## config.mk

```make
export PLATFORM = sky130hd
export DESIGN_NAME = regbank_reader
export DESIGN_NICKNAME = d
export VERILOG_FILES = /design/src/rtl/regbank_pkg.sv /design/src/rtl/btn_edge.sv /design/src/rtl/regbank_reader.sv
export SDC_FILE = /design/constraint.sdc
export NUM_CORES = 1
export LEC_CHECK = 0
export CORE_ASPECT_RATIO = 1.5
export CORE_MARGIN = 2
export CORE_UTILIZATION = 25
export CTS_BUF_LIST = sky130_fd_sc_hd__clkbuf_8
export CTS_CLUSTER_DIAMETER = 80
export DETAILED_ROUTE_END_ITERATION = 10
export PLACE_DENSITY = 0.54
export REMOVE_ABC_BUFFERS = 1
export SYNTH_ARGS = -nofsm -noshare
export SYNTH_HDL_FRONTEND = slang
export SYNTH_HIERARCHICAL = 1
export SYNTH_SLANG_ARGS = --single-unit
```

## constraint.sdc

```tcl
create_clock -name clk -period 2.8 [get_ports clk]
set_input_delay 0.7 -clock clk [delete_from_list [all_inputs] [get_ports clk]]
set_output_delay 0.7 -clock clk [all_outputs]
set_load 0.01 [all_outputs]
```

## src/rtl/regbank_pkg.sv

```systemverilog
// Shared constants and types for the register-bank read/write sequencers.
package regbank_pkg;

    localparam int NREG   = 32;
    localparam int ADDR_W = 5;
    localparam int REG_W  = 32;
    localparam int HALF_W = 16;

    typedef enum logic [2:0] {
        S_IDLE    = 3'd0,
        S_FETCH   = 3'd1,
        S_WAIT    = 3'd2,
        S_SHOW_LO = 3'd3,
        S_SHOW_HI = 3'd4
    } reader_state_t;

endpackage

```

## src/rtl/btn_edge.sv

```systemverilog
// Two-flop synchronizer for a raw button plus a one-cycle rising-edge pulse.
module btn_edge (
    input  logic clk,
    input  logic reset,
    input  logic btn,
    output logic step
);

    logic sync0_r;
    logic sync1_r;
    logic prev_r;

    // Synchronizer chain and delayed copy for edge detection
    always_ff @(posedge clk or negedge reset) begin
        if (!reset) begin
            sync0_r <= 1'b0;
            sync1_r <= 1'b0;
            prev_r  <= 1'b0;
        end else begin
            sync0_r <= btn;
            sync1_r <= sync0_r;
            prev_r  <= sync1_r;
        end
    end

    assign step = sync1_r & ~prev_r;

endmodule

```

## src/rtl/regbank_reader.sv

```systemverilog
// Button-stepped readout of a register range, shown as 16-bit halves on LEDs.
module regbank_reader
    import regbank_pkg::*;
(
    input  logic              clk,
    input  logic              reset,
    input  logic [HALF_W-1:0] in,
    input  logic              btn,
    input  logic [REG_W-1:0]  rd_data,
    output logic [ADDR_W-1:0] rd_addr,
    output logic              rd_en,
    output logic [HALF_W-1:0] out,
    output logic              busy,
    output logic              half
);

    logic step_s;

    btn_edge u_btn_edge (
        .clk   (clk),
        .reset (reset),
        .btn   (btn),
        .step  (step_s)
    );

    reader_state_t     state_r;
    reader_state_t     state_s;
    logic [ADDR_W-1:0] addr_r;
    logic [ADDR_W-1:0] addr_s;
    logic [ADDR_W-1:0] remain_r;
    logic [ADDR_W-1:0] remain_s;
    logic [REG_W-1:0]  hold_r;
    logic [REG_W-1:0]  hold_s;
    logic [HALF_W-1:0] out_s;
    logic              half_s;

    // Next-state, counter and capture logic
    always_comb begin
        state_s  = state_r;
        addr_s   = addr_r;
        remain_s = remain_r;
        hold_s   = hold_r;
        case (state_r)
            S_IDLE: begin
                if (step_s) begin
                    addr_s   = in[ADDR_W-1:0];
                    remain_s = in[2*ADDR_W-1:ADDR_W];
                    state_s  = S_FETCH;
                end else begin
                    state_s  = S_IDLE;
                end
            end
            S_FETCH: begin
                state_s = S_WAIT;
            end
            S_WAIT: begin
                hold_s  = rd_data;
                state_s = S_SHOW_LO;
            end
            S_SHOW_LO: begin
                if (step_s) begin
                    state_s = S_SHOW_HI;
                end else begin
                    state_s = S_SHOW_LO;
                end
            end
            S_SHOW_HI: begin
                if (step_s) begin
                    if (remain_r == {ADDR_W{1'b0}}) begin
                        state_s = S_IDLE;
                    end else begin
                        // Address counter is exactly ADDR_W bits, so 31 wraps to 0
                        addr_s   = addr_r + {{(ADDR_W-1){1'b0}}, 1'b1};
                        remain_s = remain_r - {{(ADDR_W-1){1'b0}}, 1'b1};
                        state_s  = S_FETCH;
                    end
                end else begin
                    state_s = S_SHOW_HI;
                end
            end
            default: begin
                state_s = S_IDLE;
            end
        endcase
    end

    // LED value for the upcoming state, so out/half can be registered without lag
    always_comb begin
        out_s  = {HALF_W{1'b0}};
        half_s = 1'b0;
        case (state_s)
            S_SHOW_LO: begin
                out_s  = hold_s[HALF_W-1:0];
                half_s = 1'b0;
            end
            S_SHOW_HI: begin
                out_s  = hold_s[REG_W-1:HALF_W];
                half_s = 1'b1;
            end
            default: begin
                out_s  = {HALF_W{1'b0}};
                half_s = 1'b0;
            end
        endcase
    end

    // State, counters and registered outputs
    always_ff @(posedge clk or negedge reset) begin
        if (!reset) begin
            state_r  <= S_IDLE;
            addr_r   <= {ADDR_W{1'b0}};
            remain_r <= {ADDR_W{1'b0}};
            hold_r   <= {REG_W{1'b0}};
            out      <= {HALF_W{1'b0}};
            half     <= 1'b0;
            busy     <= 1'b0;
            rd_en    <= 1'b0;
            rd_addr  <= {ADDR_W{1'b0}};
        end else begin
            state_r  <= state_s;
            addr_r   <= addr_s;
            remain_r <= remain_s;
            hold_r   <= hold_s;
            out      <= out_s;
            half     <= half_s;
            busy     <= (state_s != S_IDLE);
            rd_en    <= (state_s == S_FETCH);
            if (state_s == S_FETCH) begin
                rd_addr <= addr_s;
            end
        end
    end

endmodule

```

==> flow_summary.ini <==
[run_status]
status = finished clean

[clock_tree]
cts_setup_buffers = 0
cts_buffer_depth = 2
cts.sinks = 72
cts_tree = done
insertion_delay_ns = 0.35
cts_buffers = 9
root_buffer = clkbuf_8
ctsResizeCount = 0
ctsHtreeMaxLevel = 3
hold_buffers = 0
clkTransAtPathRegs_ns = 0.07

[synthesis]
synth_cell_type_count = 41
yosysSeqAreaShare_pct = 54.9
synth-seq-cells = 72
synth_top_area_share_pct = 54.9
avgSynthCellArea_sq_um = 10.7
ys.flop_type = dfrtp_1
async_flop_share_pct = 100
synth_edf_count = 0
syn_inst = 306
synth_top_area_cell = dfrtp_1
synth_area_leaders = dfrtp_1, mux2_2, o21ai_0, mux2i_1, nand2_1
synth_common_cells = dfrtp_1, o21ai_0, nand2_1
synth_area_sq_mm = 0.00328
yosys_warnings = 6
yosysMostFrequentCell = dfrtp_1

[place]
port_buffers = 68
gp_congestion = 0.757
post-place-cells = 522
dp_hpwl_um = 5550

[floorplan]
initial_core_util_pct = 25.4
die_h_um = 144
design.die.area_sq_mm = 0.0141
rows = 51
fp.dieW_um = 97.5
design.portCount = 75
design.core.area_sq_mm = 0.0129

[sta]
setup_viol = 0
fmaxAchievable_mhz = 444
maxSlewViolCount = 0
setup_tns_ns = 0
finalHoldViolCount = 0
skew_ns = 0.00620
slew_headroom_pct = 52.0
fin_crit_ns = 2.25
fin_crit_sh_pct = 80.5
tightestPinTransition_ns = 0.718
rsz0062_at_grt = no

[global_route]
grt_pass1_wl_um = 13400
antenna_found_initial = 0
grt_pass1_vias = 2601
grt_max_degree = 46
grt.total_usage_pct = 12.3
overflow = 0

[critical_path]
startpoint_type = flip-flop
crit_fanout = 16
cp.arrival_ns = 2.53
end_kind = flip-flop
critPathKind = reg -> reg
startpoint = state_r[2]
worst-r2r-cell-count = 4
r2r_start = state_r[2]
crit_end = rd_addr[3]
crit_required_ns = 3.08
r2r_setup_slack_ns = 0.55
r2r_end = rd_addr[3]

[route]
ant_nets = 0
dr.pass1.iters = 6
wl_per_cell_um = 15.1
drt_iter0_drc = 87
vias_per_cell = 4.78
wl_um = 8120
vias = 2563
drc = 0

[job]
maxCapViolations = 0

[power_and_ir_drop]
power_leakage_nw = 1.77
p_per_area_mw_per_mm2 = 999
power_mw = 4.32
ir_drop_mv = 0.348

[cells_and_area]
antenna_cells = 0
synthToLayoutAreaGrowth_pct = 32.0
nFillCells = 1330
final_nets = 428
fin_cells = 536
drive_gt1_share_pct = 14.6

[hold_path]
hold_class = in -> async
-- power breakdown --
part,switching [mW],internal [mW]
logic,0.788,0.912
registers,0.329,1.52
clock network,0.383,0.395
total,1.50,2.82
-- placed cells by master, fill, tap and decap left out, types with 4 or more instances in the layout --
master	n
dfrtp_1	72
clkdlybuf4s50_1	67
o21ai_0	43
nand2_1	40
mux2_2	26
mux2i_1	16
nor2_1	15
a21oi_1	10
clkbuf_8	9
nor3_1	8
buf_4	8
inv_1	7
nand4_1	4
clkinv_2	4
-- cell type report --
type	count	area [sq um]	share of cell area [%]
multi-input cells	207	1370	31.7
well taps	159	199	4.60
inverters	8	30.0	0.694
clock inverters	5	50.0	1.16
clock buffers	9	124	2.86
repair buffers	76	751	17.3
flip-flops and latches	72	1800	41.6
-- metal layers --
metal  up-vias  part of all wire (%)  GRT usage [%]
li1       1223                     -              -
met1      1262                    41           14.5
met2        67                    52           21.1
met3        11                   4.1           2.85
met4         0                   2.2           5.92
met5         -                     0              0
-- sequential cells by signal, indices dropped and copies added (netlist names) --
name                cells
addr_r                  5
busy                    1
half                    1
hold_r                 32
out                    16
rd_addr                 5
rd_en                   1
remain_r                5
state_r                 3
u_btn_edge/prev_r       1
u_btn_edge/sync0_r      1
u_btn_edge/sync1_r      1
-- how the worst min path moves through the flow --
stage                         end  slack [ns]  cells after the start
6_report               rd_addr[1]        0.35                      1
3_5_place_dp   u_btn_edge/sync1_r        0.34                      0
4_1_cts        u_btn_edge/sync1_r        0.37                      0
5_1_grt        u_btn_edge/sync1_r        0.38                      0
2_1_floorplan  u_btn_edge/sync1_r        0.33                      0
3_3_place_gp   u_btn_edge/sync1_r        0.34                      0
-- stage by stage --
stage	worst slack, ns	instance area [sq um]	hold WS, ns	utilization (%)
floorplan	-0.0883	3200	0.331	-
global route	0.411	4330	0.376	33.6
detailed placement	0.569	4150	0.340	32.2
finish	0.547	4330	0.350	33.6
global placement	0.592	4150	0.342	32.2
CTS	0.536	4330	0.367	33.6
-- cell families after synthesis --
logic type | after synthesis | share of synthesized area [%]
adders and majority gates | 3 | 1.14
and+or+nand+nor | 87 | 13.0
buffers and inverters | 27 | 3.40
DFF | 72 | 54.9
muxes | 42 | 13.8
AOI/OAI and AO/OA | 75 | 13.7
-- critical path: stages (launching register included) --
cell and delay, ns:
dfrtp_1 0.67, or3b_1 0.66, or4_1 0.55, o211a_1 0.18
o21ai_2 0.11
Power figures use the tool's default switching activity.
